**config.mk**
```make
export PLATFORM = sky130hd
export DESIGN_NAME = uart_tx
export DESIGN_NICKNAME = d
export VERILOG_FILES = /design/src/rtl/uart_pkg.sv /design/src/rtl/uart_tx_serializer.sv /design/src/rtl/uart_tx.sv
export SDC_FILE = /design/constraint.sdc
export NUM_CORES = 1
export LEC_CHECK = 0
export CAP_MARGIN = 0
export CORE_MARGIN = 5
export CORE_UTILIZATION = 50
export DETAILED_ROUTE_END_ITERATION = 10
export GPL_TIMING_DRIVEN = 0
export MAX_ROUTING_LAYER = met4
export PLACE_DENSITY = 0.73
export SLEW_MARGIN = 20
export SYNTH_ARGS = -nofsm -noshare
export SYNTH_HDL_FRONTEND = slang
export SYNTH_SLANG_ARGS = --single-unit
```
**constraint.sdc**
```tcl
create_clock -name clck -period 1.5 [get_ports clck]
set_input_delay 0.225 -clock clck [delete_from_list [all_inputs] [get_ports clck]]
set_output_delay 0.225 -clock clck [all_outputs]
set_load 0.02 [all_outputs]
```
**src/rtl/uart_pkg.sv**
```systemverilog
// Constants shared by the UART transmit and receive paths: FSM encoding,
// parity selection and line levels.
package uart_pkg;

  typedef enum logic [2:0] {
    IDLE   = 3'd0,
    START  = 3'd1,
    DATA   = 3'd2,
    PARITY = 3'd3,
    STOP   = 3'd4
  } uart_state_e;

  localparam logic PAR_EVEN   = 1'b0;
  localparam logic PAR_ODD    = 1'b1;

  localparam logic START_BIT  = 1'b0;
  localparam logic STOP_BIT   = 1'b1;
  localparam logic IDLE_LEVEL = 1'b1;

endpackage

```
**src/rtl/uart_tx_serializer.sv**
```systemverilog
// Load/shift register and data-bit counter for the UART transmitter.
// ser_bit is the data bit currently on the line; ser_done flags the last one.
module uart_tx_serializer #(
  parameter int unsigned DATA_WIDTH = 8
) (
  input  logic                  clck,
  input  logic                  rst,
  input  logic                  load,
  input  logic                  shift_en,
  input  logic [DATA_WIDTH-1:0] data,
  output logic                  ser_bit,
  output logic                  ser_done
);

  localparam int unsigned CntW = (DATA_WIDTH > 1) ? $clog2(DATA_WIDTH) : 1;

  logic [DATA_WIDTH-1:0] shift_q, shift_d;
  logic [CntW-1:0]       cnt_q, cnt_d;

  always_comb begin
    shift_d = shift_q;
    cnt_d   = cnt_q;
    if (load) begin
      shift_d = data;
      cnt_d   = '0;
    end else if (shift_en) begin
      shift_d = shift_q >> 1;
      cnt_d   = cnt_q + CntW'(1);
    end
  end

  always_ff @(posedge clck or negedge rst) begin
    if (!rst) begin
      shift_q <= '0;
      cnt_q   <= '0;
    end else begin
      shift_q <= shift_d;
      cnt_q   <= cnt_d;
    end
  end

  assign ser_bit  = shift_q[0];
  assign ser_done = (cnt_q == CntW'(DATA_WIDTH - 1));

endmodule

```
**src/rtl/uart_tx.sv**
```systemverilog
// UART transmitter: start bit, DATA_WIDTH data bits LSB first, optional parity,
// stop bit. One bit per clck (baud) cycle; tx_out and busy decode registered state only.
module uart_tx
  import uart_pkg::*;
#(
  parameter int unsigned DATA_WIDTH = 8
) (
  input  logic                  clck,
  input  logic                  rst,
  input  logic [DATA_WIDTH-1:0] p_data,
  input  logic                  data_valid,
  input  logic                  par_en,
  input  logic                  par_typ,
  output logic                  tx_out,
  output logic                  busy
);

  uart_state_e state_q, state_d;

  logic load;
  logic shift_en;
  logic ser_bit;
  logic ser_done;
  logic par_en_q;
  logic par_bit_q;

  uart_tx_serializer #(
    .DATA_WIDTH(DATA_WIDTH)
  ) u_serializer (
    .clck    (clck),
    .rst     (rst),
    .load    (load),
    .shift_en(shift_en),
    .data    (p_data),
    .ser_bit (ser_bit),
    .ser_done(ser_done)
  );

  // The state register names what is on the line after each edge.
  always_comb begin
    state_d  = state_q;
    load     = 1'b0;
    shift_en = 1'b0;
    unique case (state_q)
      IDLE: begin
        if (data_valid) begin
          load    = 1'b1;
          state_d = START;
        end
      end
      START: state_d = DATA;
      DATA: begin
        shift_en = 1'b1;
        if (ser_done) begin
          state_d = par_en_q ? PARITY : STOP;
        end
      end
      PARITY:  state_d = STOP;
      STOP:    state_d = IDLE;
      default: state_d = IDLE;
    endcase
  end

  always_ff @(posedge clck or negedge rst) begin
    if (!rst) begin
      state_q   <= IDLE;
      par_en_q  <= 1'b0;
      par_bit_q <= 1'b0;
    end else begin
      state_q <= state_d;
      if (load) begin
        par_en_q  <= par_en;
        par_bit_q <= (^p_data) ^ (par_typ == PAR_ODD);
      end
    end
  end

  always_comb begin
    tx_out = IDLE_LEVEL;
    unique case (state_q)
      START:   tx_out = START_BIT;
      DATA:    tx_out = ser_bit;
      PARITY:  tx_out = par_bit_q;
      STOP:    tx_out = STOP_BIT;
      default: tx_out = IDLE_LEVEL;
    endcase
  end

  assign busy = (state_q != IDLE);

endmodule

```
==> impl_table.tex <==
\begin{tabular}{lr}
\hline
Metric & Value \\
\hline
\multicolumn{2}{l}{\textbf{Outcome}} \\
Status & finished, violations left \\
Failing checks & setup timing \\
\multicolumn{2}{l}{\textbf{Global routing}} \\
Pin count of the biggest net entering global routing & 17 \\
Wire length of the first global-routing pass & 2800 um \\
Combined global-route utilization of all metal layers & 0.151 \\
Remaining Overflow, GRT & 0 \\
Vias in the first global route & 651 \\
Number of antenna violations at the first check in global routing & 0 \\
\multicolumn{2}{l}{\textbf{Setup path}} \\
Critical path data required time & 1.27 ns \\
Worst Path Arrival & 1.32 ns \\
Critical Path Start Type & flip-flop \\
Highest fanout seen on the critical path & 6 \\
Startpoint-to-endpoint class of the critical path & reg2out \\
Worst setup path startpoint & state\_q[1] \\
Endpoint class of the critical path & output port \\
Worst R2R Start & state\_q[1] \\
\multicolumn{2}{l}{\textbf{Place}} \\
Sum of net half-perimeters after detailed placement & 1170 um \\
Number of input and output port buffers inserted & 14 \\
Last weighted congestion value of the routability-driven placer & 0.719 \\
\multicolumn{2}{l}{\textbf{Detailed routing}} \\
Routed length per placed instance & 14.6 um \\
Detailed Route Iter0 Violations & 11 \\
DR DRC count & 0 \\
Number of vias in the routed layout & 689 \\
Mean number of vias per cell & 5.47 \\
Number of detailed-route iterations in the first pass & 4 \\
Post-detailed-route count of antenna-violating nets & 0 \\
Routed Wire Length & 1840 um \\
\multicolumn{2}{l}{\textbf{Finish}} \\
Fraction of layout instances using a drive strength above 1 & 0.227 \\
Multi-input logic area & 399 um\^{}2 \\
Area delta synth->final & 36.2\% \\
Most frequent cells in the layout & sky130\_fd\_sc\_hd\_\_nand2\_1 (21), sky130\_fd\_sc\_hd\_\_dfrtp\_1 (16), sky130\_fd\_sc\_hd\_\_clkdlybuf4s50\_1 (10) \\
Fillers & 116 \\
Footprint of the flip-flops and latches & 400 um\^{}2 \\
Most common cell after layout, fill and taps aside & sky130\_fd\_sc\_hd\_\_nand2\_1 \\
Number of antenna diodes & 0 \\
Net count, final & 126 \\
\multicolumn{2}{l}{\textbf{Floorplanning}} \\
Number of I/O pins & 15 \\
Floorplan core area & 0.00154 mm\^{}2 \\
Row cnt & 14 \\
Die width & 50.8 um \\
Overall die area & 0.00258 mm\^{}2 \\
Height of the die & 50.8 um \\
Initial Utilization & 0.541 \\
\multicolumn{2}{l}{\textbf{Timing}} \\
Final setup violation count & 4 \\
Worst hold-check slack & 0.236 ns \\
Layout Skew & 0.00426 ns \\
Maximum clock frequency & 648 MHz \\
Worst Setup Slack, final & -0.0423 ns \\
Rel. slew slack & 0.521 \\
Setup TNS & -0.100 ns \\
Final worst-path cycle share & 1.03 \\
Transition at the pin with the smallest max-transition slack & 0.717 ns \\
Unrepaired setup endpoints after global routing & yes \\
Final Max Tran Viols & 0 \\
Count of endpoints failing hold in the final timing report & 0 \\
Clock period minus final worst setup slack & 1.54 ns \\
\multicolumn{2}{l}{\textbf{Clock tree}} \\
Number of buffers inserted during clock tree synthesis & 3 \\
CTS root buf & sky130\_fd\_sc\_hd\_\_clkbuf\_4 \\
Post-CTS clock slew at the launch and capture registers of the worst setup and hold paths & 0.10 ns \\
Clock tree from TritonCTS & built \\
Maximum level of the CTS H-tree & 1 \\
Number of clock sinks & 16 \\
Number of buffers on the longest clock path & 2 \\
Worst-Skew Late Latency & 0.28 ns \\
\multicolumn{2}{l}{\textbf{Min path}} \\
Worst hold path startpoint & p\_data[5] \\
Hold/Removal Path Class & in2reg \\
\multicolumn{2}{l}{\textbf{Synthesis}} \\
Count of unique library cells instantiated by Yosys & 23 \\
Cell type with the highest aggregate area in the netlist & sky130\_fd\_sc\_hd\_\_dfrtp\_1 \\
Fraction of post-synthesis cell area in the top cell type by area & 0.480 \\
Post-synthesis instance area & 833 um\^{}2 \\
Dominant cells by area after synthesis & sky130\_fd\_sc\_hd\_\_dfrtp\_1 (48\%), sky130\_fd\_sc\_hd\_\_nand2\_1 (9.5\%), sky130\_fd\_sc\_hd\_\_a22oi\_1 (5.4\%) \\
Fraction of registers with async set/reset & 1.00 \\
Register bit count reported by yosys & 16 \\
Sequential-to-total area share from yosys stat & 0.480 \\
Average footprint of a synthesized cell & 10.0 um\^{}2 \\
Synthesized netlist cell count & 83 \\
Top FF cell, synth & sky130\_fd\_sc\_hd\_\_dfrtp\_1 \\
Count of flip-flops with a built-in enable after synthesis & 0 \\
Synth warn & 0 \\
Number of nets produced by synthesis & 98 \\
\multicolumn{2}{l}{\textbf{Power}} \\
Power density over the cells & 1980 mW/mm\^{}2 \\
Maximum VDD drop & 1.19 mV \\
Leakage & 0.551 nW \\
\multicolumn{2}{l}{\textbf{Flow run}} \\
MaxCap Viol Count & 0 \\
\hline
\end{tabular}
## flip-flops by register name, indices dropped and copies added (netlist names)
name and cells:
state_q 3, par_bit_q 1, u_serializer.cnt_q 3, par_en_q 1
u_serializer.shift_q 8
## metrics by stage
step	instance area, um^2	setup slack (ns)	utilization	std cells	power, mW
after floorplan	833	0.144	-	83	1.43
after global placement	993	-0.299	0.644	113	1.67
after detailed placement	993	-0.311	0.644	113	1.71
after CTS	1070	-0.0499	0.696	122	2.10
after global routing	1130	-0.117	0.736	126	2.42
final	1130	-0.0423	0.736	126	2.25
## cells in the mapped netlist, types with 2 or more instances
cell type and number:
sky130_fd_sc_hd__a21oi_1 2, sky130_fd_sc_hd__a22oi_1 6, sky130_fd_sc_hd__buf_2 2, sky130_fd_sc_hd__buf_4 3, sky130_fd_sc_hd__dfrtp_1 16, sky130_fd_sc_hd__ha_1 2
sky130_fd_sc_hd__inv_1 3, sky130_fd_sc_hd__nand2_1 21, sky130_fd_sc_hd__nor2_1 3, sky130_fd_sc_hd__nor3_1 2, sky130_fd_sc_hd__nor3b_1 2, sky130_fd_sc_hd__o21ai_0 6
sky130_fd_sc_hd__xnor2_1 5
## where the power goes
| group | switching, mW | total (mW) | internal [mW] |
|---|---|---|---|
| combinational | 0.594 | 1.23 | 0.634 |
| sequential | 0.106 | 0.735 | 0.629 |
| clock | 0.137 | 0.284 | 0.148 |
| total | 0.836 | 2.25 | 1.41 |
## cell families (layout without fill, tap and decap cells)
| logic type | Yosys count | in the layout | synth area share |
|---|---|---|---|
| simple gates | 31 | 31 | 0.182 |
| mux | 2 | 2 | 0.0315 |
| compound gates | 17 | 17 | 0.134 |
| xor+xnor | 7 | 7 | 0.0901 |
| buf+inv | 8 | 35 | 0.0526 |
| fa+ha+maj | 2 | 2 | 0.0300 |
| flops | 16 | 16 | 0.480 |
## worst max-delay path: stages, from the launching register on
cell                      delay, ns
sky130_fd_sc_hd__dfrtp_1       0.36
sky130_fd_sc_hd__buf_6         0.12
sky130_fd_sc_hd__a21oi_1       0.06
sky130_fd_sc_hd__a311o_1       0.32
sky130_fd_sc_hd__buf_2         0.16
## cell type report
cell class                      count  area share
Sequential cell                    16       0.353
Multi-Input combinational cell     59       0.352
Timing Repair Buffer               23       0.195
Buffer                              5      0.0408
Clock buffer                        4      0.0320
Tap cell                           16      0.0176
Inverter                            3     0.00992
## routing by layer
metal / vias to the layer above / track usage / share of wire / wire [um]
li1: 337 / - / - / -
met1: 321 / 0.177 / 0.43 / 782
met2: 25 / 0.240 / 0.50 / 926
met3: 6 / 0.0349 / 0.051 / 93
met4: 0 / 0.0766 / 0.019 / 35
met5: - / - / 0 / 0
## path summary, 6_finish.rpt
kind	to	slack (ns)	cells after the start
max in group asynchronous	u_serializer.cnt_q[0]	0.69	1
hold / removal	u_serializer.shift_q[5]	0.24	3
min in group asynchronous	u_serializer.shift_q[6]	0.36	1
setup reg to reg	u_serializer.shift_q[0]	-0.02	6
hold reg to reg	u_serializer.shift_q[5]	0.49	2
setup / recovery	tx_out	-0.04	4
## timing repair
item | 4_1_cts | 5_1_grt
hold buffers | 0 | 0
gates resized for setup | 13 | 5
pin swaps | 0 | 2
setup endpoints to repair | 10 | 4
buffers inserted | 5 | 4
No activity file was read; power rests on OpenSTA's default activity.
